File: src/rtl/d1_pkg.sv
// Shared definitions for the d1 datapath leaf cells.
//   MAJ3_TT  : truth table of the 3-input majority function.
//   tt3_eval : returns the table entry selected by a 3-bit index.
package d1_pkg;

  // bit[i] of a table is F({a,b,c} == i); majority is 1 when two or more inputs are 1.
  localparam logic [7:0] MAJ3_TT = 8'b1110_1000;

  function automatic logic tt3_eval(input logic [7:0] tt, input logic [2:0] idx);
    return tt[idx];
  endfunction

endpackage : d1_pkg

File: src/rtl/d1s4439_satcnt.sv
// Saturating up-counter.
// Ports:
//   clk   : rising-edge clock
//   rst_n : asynchronous active-low reset, clears the count
//   inc   : count enable for this edge
//   cnt   : current count; holds at all-ones and never wraps
module d1s4439_satcnt #(
  parameter int CNT_W = 8
) (
  input  logic             clk,
  input  logic             rst_n,
  input  logic             inc,
  output logic [CNT_W-1:0] cnt
);

  logic [CNT_W-1:0] cnt_q;
  logic [CNT_W-1:0] cnt_d;

  // NOTE: the default assignment first means every path writes cnt_d, so no latch is inferred.
  always_comb begin
    cnt_d = cnt_q;
    if (inc && (cnt_q != {CNT_W{1'b1}})) begin
      cnt_d = cnt_q + CNT_W'(1);
    end
  end

  // NOTE: registers use non-blocking assignments so every flop samples pre-edge values.
  always_ff @(posedge clk or negedge rst_n) begin
    if (!rst_n) begin
      cnt_q <= '0;
    end else begin
      cnt_q <= cnt_d;
    end
  end

  assign cnt = cnt_q;

endmodule : d1s4439_satcnt

File: src/rtl/d1s4439.sv
// Three-input Boolean function cell: d = F(a,b,c), F given by an 8-entry truth
// table (majority by default), with a registered copy, a rising-edge pulse on the
// registered copy, and a saturating count of cycles where the registered copy is 1.
// Ports:
//   clk, rst_n : clock and asynchronous active-low reset
//   a, b, c    : function inputs, {a,b,c} indexes the table (a is the MSB)
//   d          : combinational result, unaffected by reset
//   d_q        : d registered on the rising edge
//   rise       : one-cycle pulse on the first cycle d_q is 1 after being 0
//   ones_cnt   : saturating count of cycles with d_q == 1
module d1s4439
  import d1_pkg::*;
#(
  parameter logic [7:0] TRUTH_TABLE = MAJ3_TT,
  parameter int         CNT_W       = 8
) (
  input  logic             clk,
  input  logic             rst_n,
  input  logic             a,
  input  logic             b,
  input  logic             c,
  output logic             d,
  output logic             d_q,
  output logic             rise,
  output logic [CNT_W-1:0] ones_cnt
);

  logic dreg_q;
  logic rise_q;
  logic rise_d;

  assign d = tt3_eval(TRUTH_TABLE, {a, b, c});

  // The pulse is formed from the value about to be captured and the value
  // currently held, so it lines up with the first cycle d_q reads 1.
  assign rise_d = d & ~dreg_q;

  always_ff @(posedge clk or negedge rst_n) begin
    if (!rst_n) begin
      dreg_q <= 1'b0;
      rise_q <= 1'b0;
    end else begin
      dreg_q <= d;
      rise_q <= rise_d;
    end
  end

  assign d_q  = dreg_q;
  assign rise = rise_q;

  // Counting on d at the edge makes the count track the value entering d_q.
  d1s4439_satcnt #(
    .CNT_W (CNT_W)
  ) u_satcnt (
    .clk   (clk),
    .rst_n (rst_n),
    .inc   (d),
    .cnt   (ones_cnt)
  );

endmodule : d1s4439

File: config.mk
export PLATFORM = sky130hd
export DESIGN_NAME = d1s4439
export DESIGN_NICKNAME = d
export VERILOG_FILES = /design/src/rtl/d1_pkg.sv /design/src/rtl/d1s4439_satcnt.sv /design/src/rtl/d1s4439.sv
export SDC_FILE = /design/constraint.sdc
export NUM_CORES = 1
export LEC_CHECK = 0
export BUFFER_PORTS_ARGS = -buffer_cell sky130_fd_sc_hd__buf_2
export CORE_AREA = 2 2 42 44
export CTS_CLUSTER_SIZE = 20
export DETAILED_ROUTE_END_ITERATION = 6
export DIE_AREA = 0 0 44 46
export PLACE_DENSITY = 0.62
export SYNTH_ARGS = -nofsm -noshare
export SYNTH_HDL_FRONTEND = slang
export SYNTH_HIERARCHICAL = 1
export SYNTH_SLANG_ARGS = --single-unit
File: constraint.sdc
create_clock -name clk -period 1.5 [get_ports clk]
set_input_delay 0.3 -clock clk [delete_from_list [all_inputs] [get_ports clk]]
set_output_delay 0.3 -clock clk [all_outputs]
set_load 0.01 [all_outputs]
# Word level (Yosys, flattened, before mapping)
# Memory sizes are Yosys's and may differ from the RTL's.
# Index checks and enable logic that the tools add are counted.
[word_totals]
mem_bits_ro = 8
mem_count = 1
ff_bits = 10
word_cells = 11
output_inout_bits = 11
[mem_list]
columns = ["memory", "words", "width", "rd", "rd_clocked_by_memory_dff", "write_ports", "line", "text"]
rows = [
  ["(name not given)", 8, 1, 1, 0, 0, "d1_pkg.sv:10", "return tt[idx];"],
]
[classes]
mux = 1
n_reduce_logical = 1
n_bitwise = 2
add_sub_neg = 1
order_cmp = 1
n_eq_ne = 1
[ops]
columns = ["op", "count"]
rows = [
  ["adder 8 x 1 -> 8 bit, second input constant", 1],
  ["inequality test 8 bit, second input constant", 1],
  ["< comparator 3 x 4 -> 1 bit, second input constant", 1],
  ["bitwise AND 1 bit", 1],
  ["logical AND 1 bit", 1],
  ["two-way mux 1 bit", 1],
  ["NOT 1 bit", 1],
]

# Longest topological paths before layout
# Gate-level depths: netlist of run 1.
[depth]
word_depth = 3
depth_mapped = 4
depth_no_buf = 4

# Hierarchy
# Netlist of run 1, hierarchy kept.
[modules_own_cells]
columns = ["mod", "area_per_inst_um2", "seq_area_each_um2", "n_inst", "cells_per_inst"]
rows = [
  ["d1s4439_satcnt", 407.9, 200.2, 1, 34],
  ["d1s4439", 75.1, 50.0, 1, 4],
]

# Worst setup path after synthesis of run 1
# OpenSTA, ideal clock, no wires.
[synth_timing]
path_type = "register to register"
start = "reg u_satcnt.cnt_q[0], in the netlist u_satcnt/cnt[0]"
end = "reg u_satcnt.cnt_q[1], in the netlist u_satcnt/cnt[1]"
setup_slack_ns = 0.063
arrival_ns = 1.309
setup_time_ns = 0.128
required_time_ns = 1.372
stages_incl_launch_ff = 5
path_cell_list = "dfrtp_1 -> ha_1 -> nand4_1 -> o21ai_2 -> mux2_1"
[synth_via]
elab_chain_cells = 2
word_cells_on_any_way = 3
classes_between = "1 x add/sub; 1 x eq/ne; 1 x reduce/logical"
[synth_rtl]
columns = ["element", "line", "text"]
rows = [
  ["from (decl)", "d1s4439_satcnt.sv:16", "logic [CNT_W-1:0] cnt_q;"],
  ["from (signal assigned)", "d1s4439_satcnt.sv:32", "cnt_q <= cnt_d;"],
  ["parallel branches: the longest is 2 deep, another holds adder 8 x 1 -> 8 bit", "--", ""],
]
# Parallel ways; which one is timed is not known.
# A chain may end at the register's enable or synchronous reset.

# Worst setup path in the final report of run 1
[layout_timing]
start = "reg u_satcnt.cnt_q[1], in the netlist u_satcnt/cnt[1]"
end = "reg u_satcnt.cnt_q[1], in the netlist u_satcnt/cnt[1]"
# The elaborated chain is that of the path after synthesis.

==> load_flow_metrics.sql, run 1 <==
INSERT INTO impl_metrics (metric_group, metric, value, unit) VALUES
('setup_path', 'worst_ep_arrival_time', '1540', 'ps'),
('clocking', 'clock_tree.htree_level_count', '1', ''),
('global_route', 'grt_first_pass_wirelength', '1697', 'um'),
('route', 'vias_per_cell', '5.122', ''),
('setup_path', 'slowest_stage', 'dfrtp_1', ''),
('route', 'detail-route-antenna-nets', '0', ''),
('status', 'outcome', 'completed', ''),
('global_route', 'grt_antenna_before_repair', '0', ''),
('logic_synthesis', 'synth.area.top_cells', 'dfrtp_1 52%, a41oi_1 3.6%, a311oi_2 3.1%', ''),
('pwr', 'internal_power', '0.0007591', 'W'),
('setup_path', 'critPathMaxStageDelay', '370', 'ps'),
('logic_synthesis', 'postSynthNetCount', '44', ''),
('route', 'dr.first_iter.drc_count', '16', ''),
('global_route', 'grt-ovfl-total', '0', ''),
('setup_path', 'crit_cells', '4', ''),
('pwr', 'powerDensity', '1777', 'nW/um2'),
('place', 'postPlaceCellArea', '624.3', 'um2'),
('sta', 'setup_viol', '0', ''),
('cells_and_area', 'multi_input_comb_area', '229.0', 'um2'),
('setup_path', 'rrSetupSlack', '110', 'ps'),
('flow_run', 'max-cap-violations', '0', ''),
('global_route', 'grt_start_max_net_pins', '11', ''),
('sta', 'totalNegativeSetupSlack', '0', 'ps'),
('setup_path', 'worst_setup_path_end_kind', 'flip-flop', ''),
('setup_path', 'worst_path_cell_trace', 'ha_1 -> nand4_1 -> o21ai_2 -> mux2_1', ''),
('cells_and_area', 'layout.filler_cells', '168', ''),
('global_route', 'grt.total_usage', '0.1235', ''),
('sta', 'fmaxAchievable', '720.3', 'MHz'),
('floorplanning', 'io-pin-count', '16', ''),
('pwr', 'vdd_ir_drop_max', '853.4', 'uV'),
('sta', 'worst_clock_skew', '6.325', 'ps'),
('place', 'detailed_place_hpwl', '724.6', 'um'),
('clocking', 'cts-buffers-inserted', '3', ''),
('sta', 'timing_max_transition_violations_final', '0', ''),
('setup_path', 'type_of_the_worst_setup_path', 'flip-flop to flip-flop', ''),
('floorplanning', 'initial_core_util', '0.2992', ''),
('global_route', 'via_count_of_the_first_global_routing_pass', '389', ''),
('logic_synthesis', 'post-synth-top-area-cell', 'dfrtp_1', ''),
('setup_path', 'regToRegEndpoint', 'u_satcnt/cnt[1]', ''),
('route', 'drcViolationCount', '0', ''),
('logic_synthesis', 'postSynth.asyncResetShare', '1.000', ''),
('logic_synthesis', 'yosys_register_bits', '10', ''),
('clocking', 'tritoncts', 'done', ''),
('sta', 'final_worst_path_period_need', '1388', 'ps'),
('sta', 'rsz0062_at_grt', 'no', ''),
('sta', 'report.final.hold_viol_count', '0', ''),
('logic_synthesis', 'synth_seq_area_share', '0.5181', ''),
('logic_synthesis', 'synth.distinct_cells', '25', ''),
('pwr', 'power_leakage', '0.3251', 'nW'),
('place', 'io_buffers', '15', ''),
('pwr', 'power.share.clock', '0.205', ''),
('place', 'pre_cts_worst_setup_slack', '62.82', 'ps'),
('sta', 'finalWorstSetupSlack', '111.7', 'ps'),
('pwr', 'net-switching-power', '0.0004457', 'W'),
('floorplanning', 'fp-row-count', '15', ''),
('floorplanning', 'die_w', '44', 'um'),
('clocking', 'clkTransAtPathRegs', '70', 'ps'),
('sta', 'slew_at_the_pin_closest_to_its_max_slew_limit', '227.0', 'ps'),
('logic_synthesis', 'synth_edf_count', '0', ''),
('clocking', 'clk-insertion-delay-late', '270', 'ps'),
('pwr', 'comb_power_share', '0.395', ''),
('min_path', 'worstHoldPathType', 'input port to asynchronous set/reset pin', ''),
('route', 'routed_wire_length_per_instance', '11.85', 'um'),
('setup_path', 'timing.critical_path.buf_inv', '0', ''),
('cells_and_area', 'final_core_utilization', '0.4202', ''),
('logic_synthesis', 'synth.most_common_cell', 'dfrtp_1', ''),
('setup_path', 'crit_path_max_fanout', '4', ''),
('cells_and_area', 'register_cell_area_after_layout', '250.2', 'um2'),
('clocking', 'root_buffer', 'clkbuf_4', ''),
('setup_path', 'cp_data_required_time', '1650', 'ps'),
('pwr', 'total_power', '0.001205', 'W');
kinds of logic after synthesis:
family / count (synthesis) / synth area share
AOI/OAI and AO/OA: 11 / 0.1788
and+or+nand+nor: 10 / 0.1554
DFF: 10 / 0.5181
xor gates and xnor gates: 2 / 0.03628
muxes: 2 / 0.05439
adders and majority gates: 2 / 0.04922
buffers and inverters: 1 / 0.007765
flip-flops by register name, indices dropped and copies added, names as in the netlist:
name,count
d_q,1
u_satcnt/cnt,8
rise,1
through the flow:
stage	hold WS [ps]	std cells
2_1_floorplan	4.409	38
3_3_place_gp	170.4	76
3_5_place_dp	172.6	76
4_1_cts	406.3	81
5_1_grt	418.9	82
6_report	405.4	82
cell type report:
class                           count  area share
Inverter                            1    0.005535
Timing Repair Buffer               23      0.2030
Sequential cell                    10      0.3690
Tap cell                           17     0.03137
Clock buffer                        4     0.05351
Multi-Input combinational cell     27      0.3376
power by group through the flow:
stage | Sequential, W | Clock (W) | Combinational [W]
final | 0.000483 | 0.000246 | 0.000476
after global routing | 0.000505 | 0.000269 | 0.000525
after CTS | 0.000483 | 0.000258 | 0.000474
after detailed placement | 0.000490 | 0 | 0.000468
after global placement | 0.000486 | 0 | 0.000468
after floorplan | 0.000531 | 0 | 0.000212
repair_timing:
action | 4_1_cts | 5_1_grt
hold buffers | 1 | 0
resized for setup | 0 | 0
buffers inserted | 0 | 1
hold endpoints to repair | 10 | 0
setup endpoints to repair | 0 | 1
metal layers:
| metal | global-route usage | vias up | share of wire |
|---|---|---|---|
| met5 | 0 | - | 0 |
| met4 | 0.09091 | 0 | 0.032 |
| met3 | 0.05952 | 5 | 0.085 |
| met2 | 0.1735 | 22 | 0.43 |
| met1 | 0.1449 | 192 | 0.45 |
| li1 | - | 201 | - |
cells in the final DEF, fill, tap and decap left out, types with 2 or more instances in the layout:
cell type / n
buf_2: 15
dfrtp_1: 10
buf_4: 7
clkbuf_4: 3
nand3_1: 2
a31oi_1: 2
a21oi_1: 2
a41oi_1: 2
worst max-delay path by stage:
stage / from / end / slack [ps]
detailed placement: b / u_satcnt/cnt[5] / 60
global route: u_satcnt/cnt[1] / u_satcnt/cnt[1] / 9
global placement: b / u_satcnt/cnt[5] / 80
CTS: u_satcnt/cnt[1] / u_satcnt/cnt[1] / 110
finish: u_satcnt/cnt[1] / u_satcnt/cnt[1] / 110
floorplan: u_satcnt/cnt[0] / u_satcnt/cnt[1] / 60
Power figures use the tool's default switching activity.
==> run 2, diff against run 1 <==
Settings changed: RECOVER_POWER set to 50.
==> run 2 against run 1 <==
Clock power hardly changed. Critical path type unchanged. Routed wire length did not move. Fmax barely moved. Worst setup slack about the same. Die area unchanged. Sequential share of layout area up 0.48 points. Design area decreased by 1.3%. First-iteration DRC count unchanged.
==> load_flow_metrics.sql, run 2 (synthesis results as in run 1) <==
INSERT INTO impl_metrics (metric_group, metric, value, unit) VALUES
('status', 'outcome', 'completed', ''),
('clocking', 'clk-insertion-delay-late', '270', 'ps'),
('setup_path', 'critPathMaxStageDelay', '370', 'ps'),
('setup_path', 'slowest_stage', 'dfrtp_1', ''),
('clocking', 'cts-buffers-inserted', '3', ''),
('floorplanning', 'die_area', '2024', 'um2'),
('cells_and_area', 'layout_common_cells', '12 x buf_2, 10 x dfrtp_1, 6 x buf_4, 4 x clkbuf_1, 3 x clkbuf_4', ''),
('setup_path', 'type_of_the_worst_setup_path', 'flip-flop to flip-flop', ''),
('cells_and_area', 'fin_nets', '72', ''),
('route', 'detailedRoute.firstPassIterationCount', '4', ''),
('floorplanning', 'fp-row-count', '15', ''),
('place', 'io_buffers', '15', ''),
('floorplanning', 'die_height', '46', 'um'),
('sta', 'final_worst_path_period_need', '1388', 'ps'),
('setup_path', 'worstSetupStartpointType', 'flip-flop', ''),
('sta', 'setup_viol', '0', ''),
('clocking', 'cts_max_path_buffers', '2', ''),
('route', 'num_vias', '420', ''),
('sta', 'period_share', '0.9255', ''),
('cells_and_area', 'area.growth.synth_to_final', '38.60', '%'),
('flow_run', 'max-cap-violations', '0', ''),
('cells_and_area', 'layoutNonFillerInstCount', '82', ''),
('sta', 'worst_slew_margin_rel', '0.6471', ''),
('global_route', 'grt_first_pass_wirelength', '1697', 'um'),
('sta', 'worst_clock_skew', '6.465', 'ps'),
('route', 'drcViolationCount', '0', ''),
('setup_path', 'rr_worst_depth', '4', ''),
('sta', 'timing_max_transition_violations_final', '0', ''),
('global_route', 'grt_antenna_before_repair', '0', ''),
('clocking', 'root_buffer', 'clkbuf_4', ''),
('place', 'globalplace.congestion', '0.7132', ''),
('floorplanning', 'initial_core_util', '0.2992', ''),
('min_path', 'worstHoldPathType', 'flip-flop to flip-flop', ''),
('setup_path', 'worst_path_dominant_cell_family', 'flip-flops', ''),
('pwr', 'power_leakage', '0.3113', 'nW'),
('global_route', 'via_count_of_the_first_global_routing_pass', '389', ''),
('route', 'detail-route-antenna-nets', '0', ''),
('route', 'vias_per_cell', '5.122', ''),
('floorplanning', 'placeableCoreArea', '1614', 'um2'),
('global_route', 'grt_start_max_net_pins', '11', ''),
('route', 'routed_wire_length_per_instance', '11.85', 'um'),
('pwr', 'powerDensity', '1794', 'nW/um2'),
('cells_and_area', 'n_antenna_cell', '0', ''),
('sta', 'rsz0062_at_grt', 'no', ''),
('route', 'dr.first_iter.drc_count', '16', ''),
('route', 'route.final.wire_length', '972', 'um'),
('sta', 'fmaxAchievable', '720.3', 'MHz'),
('pwr', 'total_power', '0.001201', 'W'),
('cells_and_area', 'layout.cells.most_common', 'buf_2', ''),
('setup_path', 'worst_path_cell_trace', 'ha_1 -> nand4_1 -> o21ai_2 -> mux2_1', ''),
('global_route', 'grt.total_usage', '0.1235', ''),
('cells_and_area', 'number_of_flip_flops_under_the_largest_register_name', '8', ''),
('floorplanning', 'io-pin-count', '16', ''),
('place', 'post-place-cells', '76', ''),
('clocking', 'clkTransAtPathRegs', '60', 'ps'),
('global_route', 'grt-ovfl-total', '0', ''),
('setup_path', 'worst_setup_path_end_kind', 'flip-flop', ''),
('setup_path', 'timing.critical_path.buf_inv', '0', ''),
('sta', 'slew_at_the_pin_closest_to_its_max_slew_limit', '529.4', 'ps'),
('clocking', 'tritoncts', 'done', ''),
('cells_and_area', 'post_route_cells_drive_above_1_share', '0.4462', ''),
('floorplanning', 'die_w', '44', 'um'),
('setup_path', 'crit_path_max_fanout', '4', ''),
('clocking', 'cts_num_sinks', '10', ''),
('setup_path', 'crit_cells', '4', ''),
('setup_path', 'worst_ep_arrival_time', '1540', 'ps'),
('min_path', 'holdPathStages', '1', ''),
('clocking', 'clock_tree.htree_level_count', '1', ''),
('clocking', 'ctsResizeCount', '0', ''),
('setup_path', 'cp_data_required_time', '1650', 'ps'),
('sta', 'totalNegativeSetupSlack', '0', 'ps'),
('sta', 'report.final.hold_viol_count', '0', ''),
('pwr', 'vdd_ir_drop_max', '851.9', 'uV'),
('place', 'detailed_place_hpwl', '724.6', 'um');
## run 2: cell count changes in the layout (fill, tap and decap cells not counted)
| cell | change |
|---|---|
| clkbuf_1 | +4 |
| maj3_1 | +1 |
| maj3_2 | -1 |
| buf_4 | -1 |
| buf_2 | -3 |
## run 2: worst reg2reg max path: cells and delay by family, from the launching register on
| kind | cells | cell delay (ps) |
|---|---|---|
| DFF | 1 | 370 |
| muxes | 1 | 330 |
| AOI/OAI and AO/OA | 1 | 210 |
| adders and majority gates | 1 | 190 |
| and+or+nand+nor | 1 | 180 |
## run 2: report_power, final
group / leakage, nW / switching [W] / internal [W]
registers: 0.122 / 0.000118 / 0.000365
clock network: 0.0210 / 0.0000985 / 0.000148
logic: 0.168 / 0.000229 / 0.000243
total: 0.311 / 0.000445 / 0.000755
## run 2: layer usage
layer | up-vias | global-route usage | share of wire
met5 | - | 0 | 0
met4 | 0 | 0.09091 | 0.032
met3 | 5 | 0.05952 | 0.085
met2 | 22 | 0.1735 | 0.43
met1 | 192 | 0.1449 | 0.45
li1 | 201 | - | -
## run 2: path summary, 6_finish.rpt
kind	end	startpoint	slack, ps
min in group asynchronous	u_satcnt/cnt[4]	rst_n	510
setup reg to reg	u_satcnt/cnt[1]	u_satcnt/cnt[1]	110
hold reg to reg	rise	d_q	460
setup / recovery	u_satcnt/cnt[1]	u_satcnt/cnt[1]	110
max in group asynchronous	rise	rst_n	640
hold / removal	rise	d_q	460
## run 2: timing repair
action                                 4_1_cts  5_1_grt
setup buffers                                0        1
setup endpoints to repair                    0        1
hold buffers                                 1        0
endpoints found under the hold margin       10        0
## run 2: cell type report
type | instances | area, um2
well taps | 17 | 21.27
multi-input cells | 27 | 227.7
clock buffers | 4 | 36.28
inverters | 1 | 3.754
fillers | 173 | 944.7
flip-flops and latches | 10 | 250.2
repair buffers | 23 | 130.1
## run 2: stage by stage
step	setup slack, ps	util	hold WS, ps	instance area (um2)
2_1_floorplan	63.15	-	4.409	483.0
3_3_place_gp	76.13	0.3868	170.4	624.3
3_5_place_dp	62.82	0.3868	172.6	624.3
4_1_cts	105.9	0.4155	406.3	670.6
5_1_grt	8.504	0.4147	494.8	669.4
6_report	111.8	0.4147	464.6	669.4
==> run 3, diff against run 2 <==
Settings changed: ABC_AREA set to 1, CORE_AREA 2 2 42 44 to 2 2 45 47, DIE_AREA 0 0 44 46 to 0 0 47 49.
==> run 3 against run 2 <==
Utilization decreased by 1.6 points. Die area increased by 14%. Global-route usage decreased by 0.93 points. Critical path type unchanged. Largest cell class is now multi-input combinational cells. Largest power group unchanged.
==> load_flow_metrics.sql, run 3 <==
INSERT INTO impl_metrics (metric_group, metric, value, unit) VALUES
('logic_synthesis', 'synth_flop_cell', 'dfrtp_1', ''),
('clocking', 'tritoncts', 'done', ''),
('global_route', 'grt_first_pass_wirelength', '1856', 'um'),
('global_route', 'grt.total_usage', '0.1142', ''),
('logic_synthesis', 'synth_xor_xnor_area_share', '0.03063', ''),
('logic_synthesis', 'post_synth_and_or_nand_nor_area_fraction', '0.4223', ''),
('place', 'postPlaceCellArea', '695.7', 'um2'),
('logic_synthesis', 'postSynthNetCount', '80', ''),
('logic_synthesis', 'synth.area.top_cells', 'dfrtp_1 44%, nand2_1 20%, inv_1 5.9%', ''),
('logic_synthesis', 'synth_seq_area_share', '0.4376', ''),
('pwr', 'power_switching_share', '0.3820', ''),
('clocking', 'postCtsSetupRepairBufs', '0', ''),
('cells_and_area', 'multi_input_comb_area', '279.0', 'um2'),
('clocking', 'cts_max_path_buffers', '2', ''),
('sta', 'totalNegativeSetupSlack', '0', 'ps'),
('sta', 'setup_viol', '0', ''),
('route', 'dr.first_iter.drc_count', '4', ''),
('logic_synthesis', 'yosys_register_bits', '10', ''),
('logic_synthesis', 'netlist_area', '571.8', 'um2'),
('setup_path', 'rrSetupSlack', '210', 'ps'),
('cells_and_area', 'post_route_cells_drive_above_1_share', '0.2604', ''),
('logic_synthesis', 'ys.warnings.count', '6', ''),
('clocking', 'cts-buffers-inserted', '3', ''),
('route', 'route.final.wire_length', '1183', 'um'),
('min_path', 'worstHoldPathType', 'input port to flip-flop', ''),
('logic_synthesis', 'synth_edf_count', '0', ''),
('pwr', 'comb_power_share', '0.339', ''),
('sta', 'period_share', '0.8630', ''),
('pwr', 'power_leakage', '0.3863', 'nW'),
('sta', 'timing_max_transition_violations_final', '0', ''),
('route', 'drcViolationCount', '0', ''),
('route', 'detail-route-antenna-nets', '0', ''),
('clocking', 'clk-insertion-delay-late', '260', 'ps'),
('cells_and_area', 'layout_common_cells', '31 x nand2_1, 11 x buf_2, 10 x dfrtp_1, 9 x inv_1, 6 x nor2_1', ''),
('sta', 'final_worst_path_period_need', '1294', 'ps'),
('logic_synthesis', 'postSynth.asyncResetShare', '1.000', ''),
('floorplanning', 'die_w', '47', 'um'),
('logic_synthesis', 'fraction_of_the_mapped_netlist_area_in_compound_gates', '0.01751', ''),
('floorplanning', 'die_area', '2303', 'um2'),
('floorplanning', 'die_height', '49', 'um'),
('sta', 'rsz0062_at_grt', 'no', ''),
('cells_and_area', 'number_of_flip_flops_under_the_largest_register_name', '8', ''),
('setup_path', 'worst_setup_path_end_kind', 'flip-flop', ''),
('clocking', 'clock_tree.htree_level_count', '1', ''),
('cells_and_area', 'n_antenna_cell', '0', ''),
('pwr', 'net-switching-power', '0.0003886', 'W'),
('place', 'pre_cts_worst_setup_slack', '209.6', 'ps'),
('cells_and_area', 'layout.cells.most_common', 'nand2_1', ''),
('cells_and_area', 'layout.filler_cells', '203', ''),
('global_route', 'grt-ovfl-total', '0', ''),
('logic_synthesis', 'synthesis.area_per_instance', '7.727', 'um2'),
('pwr', 'internal_power', '0.0006287', 'W'),
('place', 'globalplace.congestion', '0.7578', ''),
('logic_synthesis', 'synth_top_family_by_area', 'simple AND/OR/NAND/NOR gates', ''),
('place', 'detailed_place_hpwl', '903.3', 'um'),
('cells_and_area', 'final_std_cell_area_no_fill', '734.5', 'um2'),
('status', 'outcome', 'completed', ''),
('setup_path', 'slowest_stage', 'dfrtp_1', ''),
('place', 'io_buffers', '15', ''),
('setup_path', 'cp_data_required_time', '1660', 'ps'),
('floorplanning', 'fp-row-count', '16', ''),
('global_route', 'grt_start_max_net_pins', '11', ''),
('route', 'vias_per_cell', '3.984', ''),
('clocking', 'clkTransAtPathRegs', '70', 'ps'),
('global_route', 'grt_antenna_before_repair', '0', ''),
('setup_path', 'crit_path_max_fanout', '7', ''),
('flow_run', 'max-cap-violations', '0', ''),
('cells_and_area', 'area.growth.synth_to_final', '28.45', '%'),
('floorplanning', 'io-pin-count', '16', ''),
('sta', 'slew_at_the_pin_closest_to_its_max_slew_limit', '545.7', 'ps'),
('route', 'detailedRoute.firstPassIterationCount', '4', ''),
('sta', 'finalWorstSetupSlack', '205.5', 'ps'),
('clocking', 'root_buffer', 'clkbuf_4', ''),
('setup_path', 'crit_path_frequent_cell', 'nand2_1', ''),
('pwr', 'powerDensity', '1385', 'nW/um2'),
('setup_path', 'critPathMaxStageDelay', '400', 'ps'),
('sta', 'worst_slew_margin_rel', '0.6362', ''),
('global_route', 'via_count_of_the_first_global_routing_pass', '454', ''),
('setup_path', 'worst_path_cell_trace', 'ha_1 -> inv_1 -> nor2_4 -> nand2_4 -> nand2_8 -> inv_4 -> nand2_1 -> nand2_1', ''),
('pwr', 'power.share.clock', '0.241', ''),
('cells_and_area', 'register_cell_area_after_layout', '250.2', 'um2'),
('logic_synthesis', 'post_synth_top_area_share', '0.4376', ''),
('logic_synthesis', 'synthesized_area_fraction_occupied_by_adder_cells', '0.02188', ''),
('sta', 'fin_hold_ws', '372.5', 'ps'),
('logic_synthesis', 'synth_cells', '74', ''),
('floorplanning', 'initial_core_util', '0.3105', ''),
('logic_synthesis', 'synth.most_common_cell', 'nand2_1', ''),
('logic_synthesis', 'yosys-mux-area-fraction', '0', ''),
('sta', 'fmaxAchievable', '772.5', 'MHz'),
('pwr', 'seq_pwr_share', '0.420', ''),
('sta', 'worst_clock_skew', '1.281', 'ps'),
('logic_synthesis', 'most_numerous_cell_types_in_the_synthesized_netlist', '30 x nand2_1, 10 x dfrtp_1, 9 x inv_1', ''),
('pwr', 'vdd_ir_drop_max', '495.6', 'uV'),
('setup_path', 'worst_ep_arrival_time', '1450', 'ps'),
('setup_path', 'type_of_the_worst_setup_path', 'flip-flop to flip-flop', ''),
('route', 'routed_wire_length_per_instance', '9.618', 'um'),
('route', 'num_vias', '490', ''),
('cells_and_area', 'fin_nets', '103', ''),
('setup_path', 'worstSetupStartpointType', 'flip-flop', ''),
('clocking', 'ctsResizeCount', '0', ''),
('logic_synthesis', 'synth.distinct_cells', '18', ''),
('floorplanning', 'placeableCoreArea', '1842', 'um2'),
('logic_synthesis', 'post-synth-top-area-cell', 'dfrtp_1', ''),
('sta', 'report.final.hold_viol_count', '0', ''),
('clocking', 'cts_num_sinks', '10', '');
-- run 3: cell families (layout without fill, tap and decap cells) --
| kind of cell | Yosys count | in the layout |
|---|---|---|
| flip-flops | 10 | 10 |
| AO/OA/AOI/OAI | 2 | 2 |
| XOR/XNOR | 2 | 2 |
| AND/OR/NAND/NOR | 49 | 49 |
| adder cells (fa/ha/maj) | 1 | 1 |
| buffers and inverters | 10 | 32 |
-- run 3: layer usage --
metal,GRT usage,share of wire,wire (um),up-vias
met5,0,0,0,-
met4,0.08333,0.010,12,0
met3,0.02222,0.025,29,2
met2,0.1621,0.50,591,8
met1,0.1478,0.46,550,214
li1,-,-,-,266
-- run 3: worst paths after layout --
check,from,to,cells after the start
min,a,rise,5
max reg2reg,u_satcnt/cnt[1],u_satcnt/cnt[4],8
max,u_satcnt/cnt[1],u_satcnt/cnt[4],8
min reg2reg,d_q,rise,1
max in group asynchronous,rst_n,u_satcnt/cnt[1],2
min in group asynchronous,rst_n,u_satcnt/cnt[7],2
-- run 3: worst max-delay path, delay by kind of cell (launching register included) --
family,cells,cell delay [ps]
buffers and inverters,2,130
adders and majority gates,1,230
DFF,1,400
and+or+nand+nor,5,440
-- run 3: per-stage QoR --
step | power (W) | std cells | utilization
2_1_floorplan | 0.0006323 | 74 | -
3_3_place_gp | 0.0007734 | 118 | 0.3777
3_5_place_dp | 0.0007811 | 118 | 0.3777
4_1_cts | 0.001036 | 123 | 0.4029
5_1_grt | 0.001085 | 123 | 0.3988
6_report | 0.001017 | 123 | 0.3988
-- run 3: power by group through the flow --
| stage | sequential (W) | combinational, W | clock (W) |
|---|---|---|---|
| finish | 0.000427 | 0.000345 | 0.000245 |
| global route | 0.000437 | 0.000384 | 0.000263 |
| CTS | 0.000429 | 0.000352 | 0.000256 |
| detailed placement | 0.000434 | 0.000347 | 0 |
| global placement | 0.000430 | 0.000344 | 0 |
| floorplan | 0.000456 | 0.000177 | 0 |
-- run 3: final cells by class --
cell class,count,share of cell area
Timing Repair Buffer,18,0.1295
Inverter,10,0.05451
Sequential cell,10,0.3407
Multi-Input combinational cell,54,0.3799
Clock buffer,4,0.04940
Tap cell,27,0.04600
-- run 3: timing repair --
| action | in CTS | in global routing |
|---|---|---|
| hold buffers | 1 | 0 |
| setup endpoints to repair | 0 | 0 |
| hold endpoints to repair | 10 | 0 |
